$ cat src/rtl/e203_icb_splt.sv
// One-to-N ICB splitter. Routes each master command to the slave port picked
// by a one-hot indication and returns responses to the master in command order.
// The target port of every accepted command waits in a small outstanding-ID FIFO.
module e203_icb_splt #(
    parameter int AW               = 32,
    parameter int DW               = 32,
    parameter int USR_W            = 1,
    parameter int SPLT_NUM         = 4,
    parameter int SPLT_PTR_W       = 2,
    parameter int FIFO_OUTS_NUM    = 2,
    parameter int ALLOW_DIFF       = 0,
    parameter int ALLOW_0CYCLE_RSP = 1
) (
    input  logic                      clk,
    input  logic                      rst_n,
    input  logic [SPLT_NUM-1:0]       i_icb_splt_indic,
    input  logic                      i_icb_cmd_valid,
    output logic                      i_icb_cmd_ready,
    input  logic                      i_icb_cmd_read,
    input  logic [AW-1:0]             i_icb_cmd_addr,
    input  logic [DW-1:0]             i_icb_cmd_wdata,
    input  logic [DW/8-1:0]           i_icb_cmd_wmask,
    input  logic [1:0]                i_icb_cmd_size,
    input  logic [USR_W-1:0]          i_icb_cmd_usr,
    output logic                      i_icb_rsp_valid,
    input  logic                      i_icb_rsp_ready,
    output logic                      i_icb_rsp_err,
    output logic [DW-1:0]             i_icb_rsp_rdata,
    output logic [USR_W-1:0]          i_icb_rsp_usr,
    output logic [SPLT_NUM-1:0]       o_bus_icb_cmd_valid,
    input  logic [SPLT_NUM-1:0]       o_bus_icb_cmd_ready,
    output logic [SPLT_NUM-1:0]       o_bus_icb_cmd_read,
    output logic [SPLT_NUM*AW-1:0]    o_bus_icb_cmd_addr,
    output logic [SPLT_NUM*DW-1:0]    o_bus_icb_cmd_wdata,
    output logic [SPLT_NUM*DW/8-1:0]  o_bus_icb_cmd_wmask,
    output logic [SPLT_NUM*2-1:0]     o_bus_icb_cmd_size,
    output logic [SPLT_NUM*USR_W-1:0] o_bus_icb_cmd_usr,
    input  logic [SPLT_NUM-1:0]       o_bus_icb_rsp_valid,
    output logic [SPLT_NUM-1:0]       o_bus_icb_rsp_ready,
    input  logic [SPLT_NUM-1:0]       o_bus_icb_rsp_err,
    input  logic [SPLT_NUM*DW-1:0]    o_bus_icb_rsp_rdata,
    input  logic [SPLT_NUM*USR_W-1:0] o_bus_icb_rsp_usr
);

    // Command payload is broadcast to every port; only the valid is steered.
    for (genvar gi = 0; gi < SPLT_NUM; gi++) begin : g_payload
        assign o_bus_icb_cmd_read[gi]                 = i_icb_cmd_read;
        assign o_bus_icb_cmd_addr[gi*AW +: AW]        = i_icb_cmd_addr;
        assign o_bus_icb_cmd_wdata[gi*DW +: DW]       = i_icb_cmd_wdata;
        assign o_bus_icb_cmd_wmask[gi*(DW/8) +: DW/8] = i_icb_cmd_wmask;
        assign o_bus_icb_cmd_size[gi*2 +: 2]          = i_icb_cmd_size;
        assign o_bus_icb_cmd_usr[gi*USR_W +: USR_W]   = i_icb_cmd_usr;
    end

    if (SPLT_NUM == 1) begin : g_pass
        // A single port needs no ordering state: straight wires.
        assign o_bus_icb_cmd_valid = i_icb_cmd_valid;
        assign i_icb_cmd_ready     = o_bus_icb_cmd_ready[0];
        assign i_icb_rsp_valid     = o_bus_icb_rsp_valid[0];
        assign o_bus_icb_rsp_ready = i_icb_rsp_ready;
        assign i_icb_rsp_err       = o_bus_icb_rsp_err[0];
        assign i_icb_rsp_rdata     = o_bus_icb_rsp_rdata;
        assign i_icb_rsp_usr       = o_bus_icb_rsp_usr;
    end else begin : g_splt
        localparam int FP_W  = (FIFO_OUTS_NUM > 1) ? $clog2(FIFO_OUTS_NUM) : 1;
        localparam int CNT_W = $clog2(FIFO_OUTS_NUM + 1);

        logic [SPLT_PTR_W-1:0] fifo_mem [FIFO_OUTS_NUM];
        logic [FP_W-1:0]       wptr_q, wptr_d, rptr_q, rptr_d;
        logic [CNT_W-1:0]      cnt_q, cnt_d;
        logic                  full_q, full_d;
        logic [SPLT_PTR_W-1:0] last_id_q, last_id_d;
        logic [SPLT_PTR_W-1:0] splt_id, head_id, rsp_id;
        logic                  fifo_empty, stall, cmd_hsk, rsp_hsk, rsp_qual;
        logic                  push_en, pop_en;
        logic                  sel_valid, sel_err;
        logic [DW-1:0]         sel_rdata;
        logic [USR_W-1:0]      sel_usr;

        // Binary encode of the one-hot port indication.
        always_comb begin
            splt_id = '0;
            for (int k = 0; k < SPLT_NUM; k++) begin
                if (i_icb_splt_indic[k]) splt_id = splt_id | SPLT_PTR_W'(k);
            end
        end

        assign fifo_empty = (cnt_q == '0);
        assign head_id    = fifo_mem[rptr_q];
        // Without ALLOW_DIFF a port switch waits for all older responses,
        // which keeps ordering trivially safe across slaves.
        assign stall      = full_q | ((ALLOW_DIFF == 0) & ~fifo_empty & (splt_id != last_id_q));
        assign i_icb_cmd_ready = (|(i_icb_splt_indic & o_bus_icb_cmd_ready)) & ~stall;
        assign cmd_hsk    = i_icb_cmd_valid & i_icb_cmd_ready;

        // Oldest outstanding port answers; an empty FIFO may bypass to the
        // port being commanded this very cycle.
        assign rsp_id     = fifo_empty ? splt_id : head_id;
        assign rsp_qual   = ~fifo_empty | ((ALLOW_0CYCLE_RSP != 0) & cmd_hsk);

        for (genvar gi = 0; gi < SPLT_NUM; gi++) begin : g_port
            assign o_bus_icb_cmd_valid[gi] = i_icb_cmd_valid & i_icb_splt_indic[gi] & ~stall;
            assign o_bus_icb_rsp_ready[gi] = i_icb_rsp_ready & rsp_qual & (rsp_id == SPLT_PTR_W'(gi));
        end

        // Response mux from the selected port.
        always_comb begin
            sel_valid = 1'b0;
            sel_err   = 1'b0;
            sel_rdata = '0;
            sel_usr   = '0;
            for (int k = 0; k < SPLT_NUM; k++) begin
                if (rsp_id == SPLT_PTR_W'(k)) begin
                    sel_valid = o_bus_icb_rsp_valid[k];
                    sel_err   = o_bus_icb_rsp_err[k];
                    sel_rdata = o_bus_icb_rsp_rdata[k*DW +: DW];
                    sel_usr   = o_bus_icb_rsp_usr[k*USR_W +: USR_W];
                end
            end
        end

        assign i_icb_rsp_valid = sel_valid & rsp_qual;
        assign i_icb_rsp_err   = sel_err;
        assign i_icb_rsp_rdata = sel_rdata;
        assign i_icb_rsp_usr   = sel_usr;
        assign rsp_hsk         = i_icb_rsp_valid & i_icb_rsp_ready;

        // A zero-cycle transaction on an empty FIFO never touches the FIFO.
        assign push_en = cmd_hsk & ~(fifo_empty & rsp_hsk);
        assign pop_en  = rsp_hsk & ~fifo_empty;

        // Next-state for pointers, occupancy and the last pushed id.
        always_comb begin
            wptr_d    = wptr_q;
            rptr_d    = rptr_q;
            cnt_d     = cnt_q;
            last_id_d = last_id_q;
            if (push_en) begin
                wptr_d    = (wptr_q == FP_W'(FIFO_OUTS_NUM - 1)) ? '0 : wptr_q + 1'b1;
                last_id_d = splt_id;
            end
            if (pop_en) begin
                rptr_d = (rptr_q == FP_W'(FIFO_OUTS_NUM - 1)) ? '0 : rptr_q + 1'b1;
            end
            case ({push_en, pop_en})
                2'b10:   cnt_d = cnt_q + 1'b1;
                2'b01:   cnt_d = cnt_q - 1'b1;
                default: cnt_d = cnt_q;
            endcase
            full_d = (cnt_d == CNT_W'(FIFO_OUTS_NUM));
        end

        // FIFO control registers; reset discards every outstanding id.
        always_ff @(posedge clk or negedge rst_n) begin
            if (!rst_n) begin
                wptr_q    <= '0;
                rptr_q    <= '0;
                cnt_q     <= '0;
                full_q    <= 1'b0;
                last_id_q <= '0;
            end else begin
                wptr_q    <= wptr_d;
                rptr_q    <= rptr_d;
                cnt_q     <= cnt_d;
                full_q    <= full_d;
                last_id_q <= last_id_d;
            end
        end

        // FIFO storage; contents are meaningless while the count says empty.
        always_ff @(posedge clk) begin
            if (push_en) fifo_mem[wptr_q] <= splt_id;
        end
    end

endmodule

$ cat config.mk
export PLATFORM = sky130hd
export DESIGN_NAME = e203_icb_splt
export DESIGN_NICKNAME = d
export VERILOG_FILES = /design/src/rtl/e203_icb_splt.sv
export SDC_FILE = /design/constraint.sdc
export NUM_CORES = 1
export LEC_CHECK = 0
export ABC_AREA = 1
export CORE_AREA = 2 2 216 218
export DETAILED_ROUTE_END_ITERATION = 8
export DIE_AREA = 0 0 218 220
export PLACE_DENSITY = 0.46
export SKIP_CTS_REPAIR_TIMING = 1
export SYNTH_ARGS = -nofsm -noshare
export SYNTH_HDL_FRONTEND = slang
export SYNTH_SLANG_ARGS = --single-unit
$ cat constraint.sdc
create_clock -name clk -period 3 [get_ports clk]
set_input_delay 0.75 -clock clk [delete_from_list [all_inputs] [get_ports clk]]
set_output_delay 0.75 -clock clk [all_outputs]
set_load 0.02 [all_outputs]
======== After elaboration in Yosys (flattened, before gate mapping) ========
Memory sizes are Yosys's and may differ from the RTL's.
Cells that the tools add are included.
storage, ports and cells
  bits in registers ....................... 7
  bits in latches ......................... 0
  RAM bits ................................ 4
  memory bits (read-only) ................. 0
  input bits .............................. 224
  output and inout bits ................... 332
  memories ................................ 1
memory list
  memory           words  bits a word  rd ports  clocked after Yosys merged registers in  wr ports  line  text
  g_splt.fifo_mem  2      2            1         0                                        1         68    logic [SPLT_PTR_W-1:0] fifo_mem [FIFO_OUTS_NUM];
operators by class
  $add $sub $neg .......................... 4
  multipliers ............................. 0
  divide/modulo/power cells ............... 0
  magnitude comparators ................... 0
  eq/ne operators ......................... 7
  shifts and indexed selects .............. 0
  muxes and demuxes ....................... 25
  bitwise gates (word level) .............. 27
  reduce and logical (&&, ||, !) cells .... 3
operators with widths
  operator                                          number
  2-to-1 mux 32 bit                                 4
  bitwise AND 1 bit                                 21
  2-to-1 mux 1 bit                                  17
  == test 2 bit, second input constant              4
  2-to-1 mux 2 bit                                  3
  bitwise AND 4 bit                                 1
  == test 2 x 1 -> 1 bit, second input constant     2
  logical NOT 2 bit                                 2
  one-hot mux 2 bit (2 select lines)                1
  OR reduction 4 bit                                1
  NOT 1 bit                                         3
  adder 1 bit, second input constant                2
  adder 2 x 1 -> 2 bit, second input constant       1
  inequality test 2 bit                             1
  bitwise OR 1 bit                                  2
  subtractor 2 x 1 -> 2 bit, second input constant  1

======== Depth between registers and ports, before layout ========
  word-level depth ........................ 18
  mapped depth ............................ 16
  gate-level depth less buffers ........... 16

======== Least setup slack after synthesis ========
Ideal clock, no wire load.
  path type ............................... input-to-output
  start ................................... in i_icb_splt_indic[3]
  end ..................................... out o_bus_icb_rsp_ready[0]
  arrival ................................. 1.963 ns
  data required time ...................... 2.250 ns
  slack ................................... 0.287 ns
  stages .................................. 9
  path buffers ............................ 0
  path through ............................ nor2_1 > nand2_1 > nand2_1 > nand2_1 > nand2_1 > nand4_1 > a21oi_1 > inv_1 > nor3_1
on the way
  word-level cells in the longest chain between the ends .. 10
  elaborated cells between the ends (all ways) .. 14
  those cells by class .................... eq/ne: 1; mux: 2; bitwise: 9; reduce/logical: 2
RTL lines
  item                   line  text
  start, declared        16    input logic [SPLT_NUM-1:0] i_icb_splt_indic,
  2-to-1 mux 2 bit       84    if (i_icb_splt_indic[k]) splt_id = splt_id | SPLT_PTR_W'(k);
  inequality test 2 bit  92    assign stall = full_q | ((ALLOW_DIFF == 0) & ~fifo_empty & (splt_id != last_id_q));
  bitwise AND 1 bit      92
  bitwise OR 1 bit       92
  NOT 1 bit              93    assign i_icb_cmd_ready = (|(i_icb_splt_indic & o_bus_icb_cmd_ready)) & ~stall;
  bitwise AND 1 bit      93
  bitwise AND 1 bit      94    assign cmd_hsk = i_icb_cmd_valid & i_icb_cmd_ready;
  bitwise OR 1 bit       99    assign rsp_qual = ~fifo_empty | ((ALLOW_0CYCLE_RSP != 0) & cmd_hsk);
  bitwise AND 1 bit      103   assign o_bus_icb_rsp_ready[gi] = i_icb_rsp_ready & rsp_qual & (rsp_id == SPLT_PTR_W'(gi));
  bitwise AND 1 bit (*)  103
  end, declared          39    output logic [SPLT_NUM-1:0] o_bus_icb_rsp_ready,
Every way passes the cells marked *; elsewhere a longest branch is shown, timed or not.

======== Final worst setup path ========
  start ................................... reg g_splt.cnt_q[1]
  end ..................................... out i_icb_rsp_rdata[16]
on the way
  word-level cells in the longest chain between the ends .. 7
  elaborated cells between the ends (all ways) .. 10
  those cells by class .................... eq/ne: 3; mux: 5; reduce/logical: 2
RTL lines
  item                            line  text
  start, declared                 70    logic [CNT_W-1:0] cnt_q, cnt_d;
  start signal, assigned          164   cnt_q <= cnt_d;
  logical NOT 2 bit (*)           88    assign fifo_empty = (cnt_q == '0);
  2-to-1 mux 2 bit (*)            98    assign rsp_id = fifo_empty ? splt_id : head_id;
  logical NOT 2 bit               113   if (rsp_id == SPLT_PTR_W'(k)) begin
  2-to-1 mux 32 bit (3 in a row)  113
  2-to-1 mux 32 bit (*)           113
  end, declared                   28    output logic [DW-1:0] i_icb_rsp_rdata,
Marks and branches as above.

==> run summary <==
CP Data Required Time -> 2.25 ns
CP arrival -> 2.18 ns
largest family of logic cells by synthesized area -> buffers and inverters
die area -> 48,000 sq um
Initial Utilization -> 0.0818
CTS tree -> done
hpwl dp -> 13.9 mm
WL/cell -> 14.4 microns
layout cells sized above 1 -> 0.181
register area -> 295 sq um
commonest non-fill, non-tap cell in the layout -> clkdlybuf4s50_1
Tcrit/Tclk final -> 0.976
total CTS buffers -> 3
Final Hold Fails -> 0
worst-skew pair later-pin latency -> 0.23 ns
syn avg cell area -> 6.58 sq um
via count -> 3,123
outcome -> complete, no violations
Worst Path Class, Setup -> reg -> out
Gate power share -> 0.896
peak supply drop -> 0.505 mV
vias in the first global route -> 3,232
fraction of synthesized cell area in xor and xnor cells -> 0.00700
Core Rows -> 79
Via density -> 2.80
Die W -> 218 microns
total placed cells including tap cells -> 1,109
Sum Neg Setup Slack -> 0 ns
post-route ant nets -> 0
compound-gate portion of the synthesized area -> 0.0640
simple-gate portion of the synthesized area -> 0.227
mux share of post-synthesis cell area -> 0
Pwr Density -> 968 nW/um^2
DRC errors left -> 0
root buffer cell -> clkbuf_16
Synth-to-Final Area Change -> 29.9%
share of the yosys chip area belonging to registers -> 0.0787
placeable core area -> 45,900 sq um
fin crit period -> 2.93 ns
area of the multi-input gates -> 1220 sq um
most frequent cells in the layout -> clkdlybuf4s50_1, nand2_1, buf_4
# setup viols final -> 0
PortBufs -> 195
clock skew -> 0.000576 ns
Clock Pin Slew Worst Setup and Hold Paths -> 0.04 ns
DRT Pass-1 Iters -> 4
startpoint types -> flop
total power -> 4720 uW
# IOs -> 556
Sw Ratio -> 0.524
Worst-Margin Slew -> 0.338 ns
nets -> 735
Int Pwr -> 2250 uW
post-synthesis instance total -> 570
Synth Area in Adders -> 0.00333
#FFs+latches synth -> 11
Synth warnings -> 0
number of H-tree levels -> 1
Hold Path Class -> reg -> reg
GRT Residual Overflow -> 0
Syn Std Cell Area -> 3750 sq um
# fillers -> 5,388
Clock Power Share -> 0.051
pre-CTS setup slack -> -0.891 ns
setup ws final -> 0.0728 ns
CP max FO -> 14
GPL Wtd Cong -> 0.739
Hold Worst Slack -> 0.477 ns
DR iter-0 viols -> 91
RSZ-0062 raised after global routing -> true
Slew Limit Fails -> 0
Unique masters post-synth -> 30
Antenna Cells -> 0
largest net degree at the start of global routing -> 23
Num Clock Sinks -> 11
Peak Freq -> 342 MHz
Switch Pwr -> 2470 uW
total track usage -> 0.0604
initial antenna violation count -> 4
Max-Cap Viols -> 0
Leak -> 0.00216 uW
Layout Cells excl Fill -> 1,116
post-synthesis net count -> 795
first-pass GRT wire length -> 21.5 mm
die height -> 220 microns
Slew Limit Headroom -> 0.774
clock buffer depth -> 2
sequential share of power -> 0.053
CP endpoint kind -> primary output
final WL -> 16.0 mm
==> power by group through the flow <==
stage / Sequential [uW] / Combinational (uW) / Clock (uW)
after floorplan: 244 / 2540 / 0
after global placement: 247 / 4320 / 0
after detailed placement: 247 / 4300 / 0
after CTS: 245 / 4330 / 245
after global routing: 257 / 4600 / 250
final: 249 / 4230 / 239
==> flip-flops by register name, indices dropped and copies added, names as in the netlist <==
name,flops
g_splt.cnt_q,2
g_splt.last_id_q,2
g_splt.rptr_q,1
g_splt.wptr_q,1
g_splt.full_q,1
g_splt.fifo_mem,4
==> cells in the mapped netlist <==
| cell type | n | area [sq um] |
|---|---|---|
| nand3b_1 | 1 | 7.51 |
| inv_1 | 20 | 75.1 |
| buf_4 | 288 | 2160 |
| clkinv_1 | 1 | 3.75 |
| nand2_2 | 3 | 18.8 |
| buf_6 | 1 | 11.3 |
| a21oi_2 | 1 | 8.76 |
| a221oi_1 | 14 | 123 |
| nand2_1 | 107 | 402 |
| o21ai_0 | 6 | 30.0 |
| nand2_4 | 1 | 11.3 |
| a31oi_1 | 1 | 6.26 |
| clkbuf_1 | 6 | 22.5 |
| nor2_4 | 1 | 11.3 |
| nand3_1 | 28 | 140 |
| o21ai_1 | 11 | 55.1 |
| nand3_2 | 1 | 10.0 |
| dfrtp_1 | 7 | 175 |
| edfxtp_1 | 4 | 120 |
| nor3_1 | 4 | 20.0 |
| o21a_1 | 1 | 7.51 |
| inv_2 | 2 | 7.51 |
| a21oi_1 | 2 | 10.0 |
| nor2_1 | 23 | 86.3 |
| xor2_1 | 2 | 17.5 |
| ha_1 | 1 | 12.5 |
| buf_2 | 9 | 45.0 |
| nor2_2 | 2 | 12.5 |
| nand4_1 | 21 | 131 |
| xnor2_1 | 1 | 8.76 |
==> per-layer routing <==
metal	routed length, microns	part of all wire	up-vias	track usage
met5	41	0.0026	-	0
met4	1150	0.072	6	0.0435
met3	2460	0.15	129	0.0367
met2	6760	0.42	264	0.0909
met1	5640	0.35	1313	0.0618
li1	-	-	1411	-
==> cell families after synthesis <==
logic type,Yosys count
AO/OA/AOI/OAI,36
flip-flops,11
AND/OR/NAND/NOR,192
adder cells (fa/ha/maj),1
buffers and inverters,327
XOR/XNOR,3
==> stage by stage <==
| stage | util | area [sq um] |
|---|---|---|
| 6_report | 0.106 | 4870 |
| 5_1_grt | 0.106 | 4870 |
| 4_1_cts | 0.102 | 4680 |
| 3_5_place_dp | 0.100 | 4600 |
| 3_3_place_gp | 0.100 | 4600 |
| 2_1_floorplan | - | 3750 |
==> critical path, cell delays in order, from the launching register on <==
cell and delay, ns:
dfrtp_1 0.40, inv_1 0.11, nand2_2 0.11, nand3_1 0.15, nand2_4 0.10, buf_12 0.13, nor2_4 0.13, buf_4 0.14
buf_12 0.13, nand2_1 0.06, nand4_1 0.25, clkbuf_2 0.23
==> path summary, 6_finish.rpt <==
check                           slack (ns)  cells past startpoint             endpoint             from
worst min register to register        0.48                      2        g_splt.wptr_q    g_splt.wptr_q
worst max register to register        0.33                     17        g_splt.full_q  g_splt.cnt_q[1]
worst min-delay path                  0.48                      2        g_splt.wptr_q    g_splt.wptr_q
min in group asynchronous             0.79                      1      g_splt.cnt_q[1]            rst_n
max in group asynchronous             1.97                      1  g_splt.last_id_q[1]            rst_n
worst max-delay path                  0.07                     11  i_icb_rsp_rdata[16]  g_splt.cnt_q[1]
==> layout make-up <==
cell class | count | area share
repair buffers | 239 | 0.498
multi-input cells | 232 | 0.250
well taps | 607 | 0.156
flip-flops and latches | 11 | 0.0606
inverters | 23 | 0.0195
clock buffers | 4 | 0.0162
Note: power is estimated with default switching activity, not from simulation.
